`src/rtl/alu_pkg.sv`:
```
// Shared definitions for the bit-slice ALU blocks: default datapath width and
// the FSM state encoding used by the serial arithmetic units.
package alu_pkg;

    localparam int ALU_WIDTH = 8;

    typedef enum logic [1:0] {
        IDLE  = 2'd0,
        SHIFT = 2'd1,
        DONE  = 2'd2
    } state_t;

endpackage

```
`src/rtl/fs_1_bit.sv`:
```
// Gate-level 1-bit full-subtractor slice: diff = a - b - b_in, with borrow out.
module fs_1_bit (
    output logic diff,
    output logic b_out,
    input  logic a,
    input  logic b,
    input  logic b_in
);

    assign diff  = a ^ b ^ b_in;
    assign b_out = (~a & b) | (~a & b_in) | (b & b_in);

endmodule

```
`src/rtl/serial_sub_n_bit.sv`:
```
// Bit-serial N-bit subtractor: computes a - b - b_in LSB first through a single
// full-subtractor slice, with a start/ready/busy/done handshake.
//
// Handshake: a request is taken on a rising edge where start=1 and ready=1;
// start is ignored otherwise. done pulses for one cycle once the result is
// complete, and diff/b_out/ovf stay valid until the next operation begins shifting.
module serial_sub_n_bit
    import alu_pkg::*;
#(
    parameter int WIDTH = ALU_WIDTH
) (
    input  logic             clk,
    input  logic             rst,
    input  logic             start,
    input  logic [WIDTH-1:0] a,
    input  logic [WIDTH-1:0] b,
    input  logic             b_in,
    output logic             ready,
    output logic             busy,
    output logic             done,
    output logic [WIDTH-1:0] diff,
    output logic             b_out,
    output logic             ovf
);

    localparam int CW = $clog2(WIDTH);

    state_t           state_q,  state_d;
    logic [CW-1:0]    cnt_q,    cnt_d;
    logic [WIDTH-1:0] a_sr_q,   a_sr_d;
    logic [WIDTH-1:0] b_sr_q,   b_sr_d;
    logic             borrow_q, borrow_d;
    logic [WIDTH-1:0] diff_q,   diff_d;
    logic             b_out_q,  b_out_d;
    logic             ovf_q,    ovf_d;

    logic slice_d;
    logic slice_bo;

    fs_1_bit u_slice (
        .diff  (slice_d),
        .b_out (slice_bo),
        .a     (a_sr_q[0]),
        .b     (b_sr_q[0]),
        .b_in  (borrow_q)
    );

    always_comb begin
        state_d  = state_q;
        cnt_d    = cnt_q;
        a_sr_d   = a_sr_q;
        b_sr_d   = b_sr_q;
        borrow_d = borrow_q;
        diff_d   = diff_q;
        b_out_d  = b_out_q;
        ovf_d    = ovf_q;

        case (state_q)
            IDLE: begin
                if (start) begin
                    state_d  = SHIFT;
                    a_sr_d   = a;
                    b_sr_d   = b;
                    borrow_d = b_in;
                    cnt_d    = '0;
                end
            end
            SHIFT: begin
                diff_d   = {slice_d, diff_q[WIDTH-1:1]};
                a_sr_d   = {1'b0, a_sr_q[WIDTH-1:1]};
                b_sr_d   = {1'b0, b_sr_q[WIDTH-1:1]};
                borrow_d = slice_bo;
                cnt_d    = cnt_q + CW'(1);
                // On the MSB, borrow_q is the borrow into the sign bit.
                if (cnt_q == CW'(WIDTH - 1)) begin
                    ovf_d   = borrow_q ^ slice_bo;
                    b_out_d = slice_bo;
                    state_d = DONE;
                end
            end
            DONE: begin
                state_d = IDLE;
            end
            default: begin
                state_d = IDLE;
            end
        endcase
    end

    always_ff @(posedge clk) begin
        if (rst) begin
            state_q  <= IDLE;
            cnt_q    <= '0;
            a_sr_q   <= '0;
            b_sr_q   <= '0;
            borrow_q <= 1'b0;
            diff_q   <= '0;
            b_out_q  <= 1'b0;
            ovf_q    <= 1'b0;
        end else begin
            state_q  <= state_d;
            cnt_q    <= cnt_d;
            a_sr_q   <= a_sr_d;
            b_sr_q   <= b_sr_d;
            borrow_q <= borrow_d;
            diff_q   <= diff_d;
            b_out_q  <= b_out_d;
            ovf_q    <= ovf_d;
        end
    end

    assign ready = (state_q == IDLE);
    assign busy  = (state_q == SHIFT);
    assign done  = (state_q == DONE);
    assign diff  = diff_q;
    assign b_out = b_out_q;
    assign ovf   = ovf_q;

endmodule

```
`config.mk`:
```
export PLATFORM = sky130hd
export DESIGN_NAME = serial_sub_n_bit
export DESIGN_NICKNAME = d
export VERILOG_FILES = /design/src/rtl/alu_pkg.sv /design/src/rtl/fs_1_bit.sv /design/src/rtl/serial_sub_n_bit.sv
export SDC_FILE = /design/constraint.sdc
export NUM_CORES = 1
export LEC_CHECK = 0
export CAP_MARGIN = 10
export CORE_MARGIN = 2
export CORE_UTILIZATION = 40
export DETAILED_ROUTE_END_ITERATION = 7
export GPL_ROUTABILITY_DRIVEN = 1
export HOLD_SLACK_MARGIN = 0.02
export PLACE_DENSITY = 0.64
export SYNTH_ARGS = -nofsm -noshare
export SYNTH_HDL_FRONTEND = slang
export SYNTH_SLANG_ARGS = --single-unit
```
`constraint.sdc`:
```
create_clock -name clk -period 2.15 [get_ports clk]
set_input_delay 0.5375 -clock clk [delete_from_list [all_inputs] [get_ports clk]]
set_output_delay 0.5375 -clock clk [all_outputs]
set_load 0.05 [all_outputs]
```
Word-level counts from Yosys, hierarchy flattened
Index checks and enable logic that the tools add are counted.
Widths: inputs -> output; s select.

storage, ports and cells
  register bits after elaboration = 32

cells by class
  add/sub/neg operators = 1
  equality and inequality tests = 5
  mux-type cells = 11
  bitwise operators = 9
  reductions and logical operators = 5

operators by type and width
  operator             count
  $pmux 8 s2           2
  $mux 8               2
  $pmux 3 s2           1
  $reduce_and 2->1     3
  $mux 2               2
  $pmux 2 s2           1
  $add 3x1->3 const B  1
  $and 1x1->1          3
  $eq 3x3->1 const B   1
  $mux 3               1
  $xor 1x1->1          3
  $eq 2x1->1 const B   1
  $eq 2x2->1 const B   1
  $logic_not 2->1      1
  $ne 2x1->1 const B   1
  $ne 2x2->1 const B   1
  $or 1x1->1           2
  $pmux 1 s2           1
  $reduce_bool 2->1    1
  $mux 1               1
  $not 1->1            1

Logic depth before layout (Yosys ltp)
  word-level depth = 5
  gate-level depth with buffers = 7

Cells and area by module
From an unflattened synthesis, not the netlist that was laid out.

second synthesis, totals
  cells, all modules = 143
  area, all modules = 1315.0 µm²

by module, submodules not included
  module            times used  cells an instance  area an instance (µm²)  seq. area each (µm²)
  serial_sub_n_bit  1           140                1287.5                  640.6
  fs_1_bit          1           3                  27.5                    0.0

Worst setup path before layout
OpenSTA, ideal clock, no wires.

  kind = register -> register
  start = register state_q[0]
  end = register a_sr_q[0]
  data arrival time = 1854 ps
  slack = 177 ps
  stages on the path, launching flop included = 5
  buffers on the path = 1
  period minus slack after synthesis = 1973 ps
  cells stage by stage = dfxtp_1 nor2_1 nand2_1 buf_4 o221a_2

on the way
  word-level cells in the longest chain between the ends = 3

ends and longest elaborated chain
  item                                                       RTL line                 text
  start, declared                                            serial_sub_n_bit.sv:28   state_t state_q, state_d;
  start signal, assigned                                     serial_sub_n_bit.sv:101  state_q <= state_d;
  $logic_not 2->1 (*)                                        n/a
  net ready                                                  serial_sub_n_bit.sv:18   output logic ready,
  $ne 2x2->1 (no line) or $reduce_bool 2->1 (tied branches)  n/a
  $reduce_and 2->1 (no line)                                 n/a
  end signal, assigned                                       serial_sub_n_bit.sv:103  a_sr_q <= a_sr_d;
  end, declared                                              serial_sub_n_bit.sv:30   logic [WIDTH-1:0] a_sr_q, a_sr_d;

The timed path passes the listed nets; every way through them passes the cells marked *.
A chain may end at the register's enable or synchronous reset.

Final worst setup path
  start = register diff_q[7], in the netlist diff[7]
  end = output diff[7]

RTL lines
  item                    RTL line                 text
  start, declared         serial_sub_n_bit.sv:33   logic [WIDTH-1:0] diff_q, diff_d;
  start signal, assigned  serial_sub_n_bit.sv:106  diff_q <= diff_d;
  end, declared           serial_sub_n_bit.sv:21   output logic [WIDTH-1:0] diff,

No word-level cell between the ends.

==> metrics <==
cell-by-cell trace of the critical path=clkdlybuf4s50_1; leakage power of the design=0.000676 uW; critical path capture point type=primary output; biggest fanout along the worst timing path=3; unrepaired setup endpoints after global routing=false; detailed-route via count=1,121; maximum clock frequency=489 MHz; path category of the worst min-delay check=flop to flop; CTS H-tree lvls=2; Diodes inserted=0; die extent in x=61.6 um; fraction of synthesized cell area taken by the top area cell type=48.3%; share of synthesized area occupied by flip-flops and latches=48.3%; floorplan core area=3100 um^2; routed len/inst=11.9 um; antenna violations before repair=0; clock input transition at the sequential cells of the worst setup and hold paths=100 ps; clk_lat worst skew=330 ps; reg2reg setup slack=580 ps; worst hold slack across all endpoints=461 ps; Syn Nets=166; crit path max-delay cell type=clkdlybuf4s50_1; data arrival at the endpoint of the critical path=1510 ps; Worst EP required=1610 ps; Total Die Area=3800 um^2; critical path type=flop to primary output; startpoint of the worst-slack reg-to-reg timing path=state_q[1]; count of state elements after synthesis=32; Yosys top cell by area=dfxtp_1; clock period minus final worst setup slack=2040 ps; total negative setup slack=0 ps; TritonCTS Sinks=32; Layout Skew=4.02 ps; most common cell after layout, fill and taps aside=dfxtp_1; CP max stage delay=810 ps; pwr dens=691 nW/um^2; number of slew-limit violations in the final report=0; clock tree from TritonCTS=built; Detailed Route Iter0 Violations=41; Longest Clk Path Bufs=2; first-pass GRT wire length=4.35 mm; count of final hold-check violations=0; outcome=finished, final reports clean; post-CTS setup buffer count=0; number of non-filler instances in the completed layout=221; max-capacitance violation count=0; Buffers on Ports=32; nets=199; average instance area after synthesis=9.28 um^2; terminus of the critical flop-to-flop path=a_sr_q[6]; remaining global-route overflow=0; number of antenna-violating nets in the routed design=0; launching element type of the critical path=flop; vertical die dimension=61.6 um; ports placed on the boundary=33; total half-perimeter wirelength after legalization and detailed placement=1.86 mm; number of buffers added to fix hold violations after cts=0; maximum number of pins on one net before global-route repair=33; final cycle utilization of the critical path=95.1%; critical path capture point=diff[7]; peak supply drop=0.000428 V; drt first pass iters=4; post-synth cell types=24; WP buf/inv=1; area growth from synthesis to final layout=30.3%; Synth area leaders=dfxtp_1, o221a_2, a21oi_1; commonest cells after routing, fill and taps aside=dfxtp_1, clkdlybuf4s50_1, a21oi_1; Gates resized, CTS repair=0; GRT Util Overall=15.8%; synthesis warning total=0; Synth Cell Area=1330 um^2; via/cell ratio=5.07; cell family with the largest share of critical-path delay=buffers and inverters; via count of the first global-routing pass=1,020; total power=1200 uW; effective utilization at floorplan=42.8%; fraction of final layout cells sized beyond drive strength 1=17.5%; routed wire length=2.62 mm; row count=20; WP depth=1; number of buffers created by CTS=5; max-slew headroom at the worst pin=65.6%; final setup fails=0; first element of the critical path=diff[7]; measured slew at the worst slew-check pin=514 ps; root buffer selected by CTS=clkbuf_4; dpl cells=213; number of remaining DRC errors=0; cells after synthesis=143; Reg2Reg Depth=5; routability congestion estimate from global placement=0.695
[layer usage]
metal,track usage (%),routed length [um]
met4,5.47,29
met3,5.67,121
met5,0,0
met2,26.5,1270
met1,18.7,1200
[stage by stage]
stage / util, % / cell area (um^2) / worst slack, ps
6_report: 55.8 / 1730 / 106
3_3_place_gp: 53.8 / 1670 / 199
5_1_grt: 55.8 / 1730 / 41.2
2_1_floorplan: - / 1330 / 177
4_1_cts: 55.8 / 1730 / 80.1
3_5_place_dp: 53.8 / 1670 / 164
[kinds of logic (layout without fill, tap and decap cells)]
family | Yosys count | after routing | share of synthesized area (%)
compound gates | 45 | 45 | 25.7
xor+xnor | 1 | 1 | 0.660
fa+ha+maj | 3 | 3 | 3.39
buf+inv | 27 | 61 | 9.71
flops | 32 | 32 | 48.3
mux | 3 | 3 | 2.26
simple gates | 32 | 32 | 9.99
[worst min-delay path by stage]
| stage | startpoint | to | slack [ps] | cells past startpoint |
|---|---|---|---|---|
| after floorplan | b_sr_q[7] | b_sr_q[7] | 450 | 2 |
| after global placement | ovf | ovf | 440 | 2 |
| after detailed placement | ovf | ovf | 450 | 2 |
| after CTS | ovf | ovf | 460 | 2 |
| after global routing | diff[0] | diff[0] | 500 | 2 |
| final | ovf | ovf | 460 | 2 |
[layout make-up]
cell class | count | area (um^2)
Timing Repair Buffer | 35 | 348
Multi-Input combinational cell | 84 | 558
Inverter | 18 | 67.6
Fill cell | 331 | 1370
Tap cell | 44 | 55.1
Clock buffer | 6 | 51.3
Sequential cell | 32 | 641
Clock inverter | 2 | 10.0
[state kept, by name, summed over array words and instances (netlist names)]
| name | flops |
|---|---|
| ovf | 1 |
| diff | 8 |
| cnt_q | 3 |
| b_out | 1 |
| b_sr_q | 8 |
| borrow_q | 1 |
| state_q | 2 |
| a_sr_q | 8 |
[cell usage after synthesis (all sizes together)]
cell / count
a22oi: 2
nand2b: 1
inv: 18
nand2: 17
ha: 2
a211oi: 1
a32oi: 2
nand3: 1
nor3: 1
nand3b: 1
clkbuf: 3
fa: 1
a21oi: 24
and2b: 1
mux2i: 3
buf: 6
o221a: 15
nor2: 10
o21bai: 1
xor2: 1
dfxtp: 32
[where the power goes]
group | internal [uW] | total, uW | leakage, uW | switching (uW)
Combinational | 95.5 | 191 | 0.000375 | 95.5
Sequential | 627 | 650 | 0.000263 | 23.1
Clock | 155 | 355 | 0.0000380 | 199
Total | 877 | 1200 | 0.000676 | 318
(Power assumes the default switching activity.)
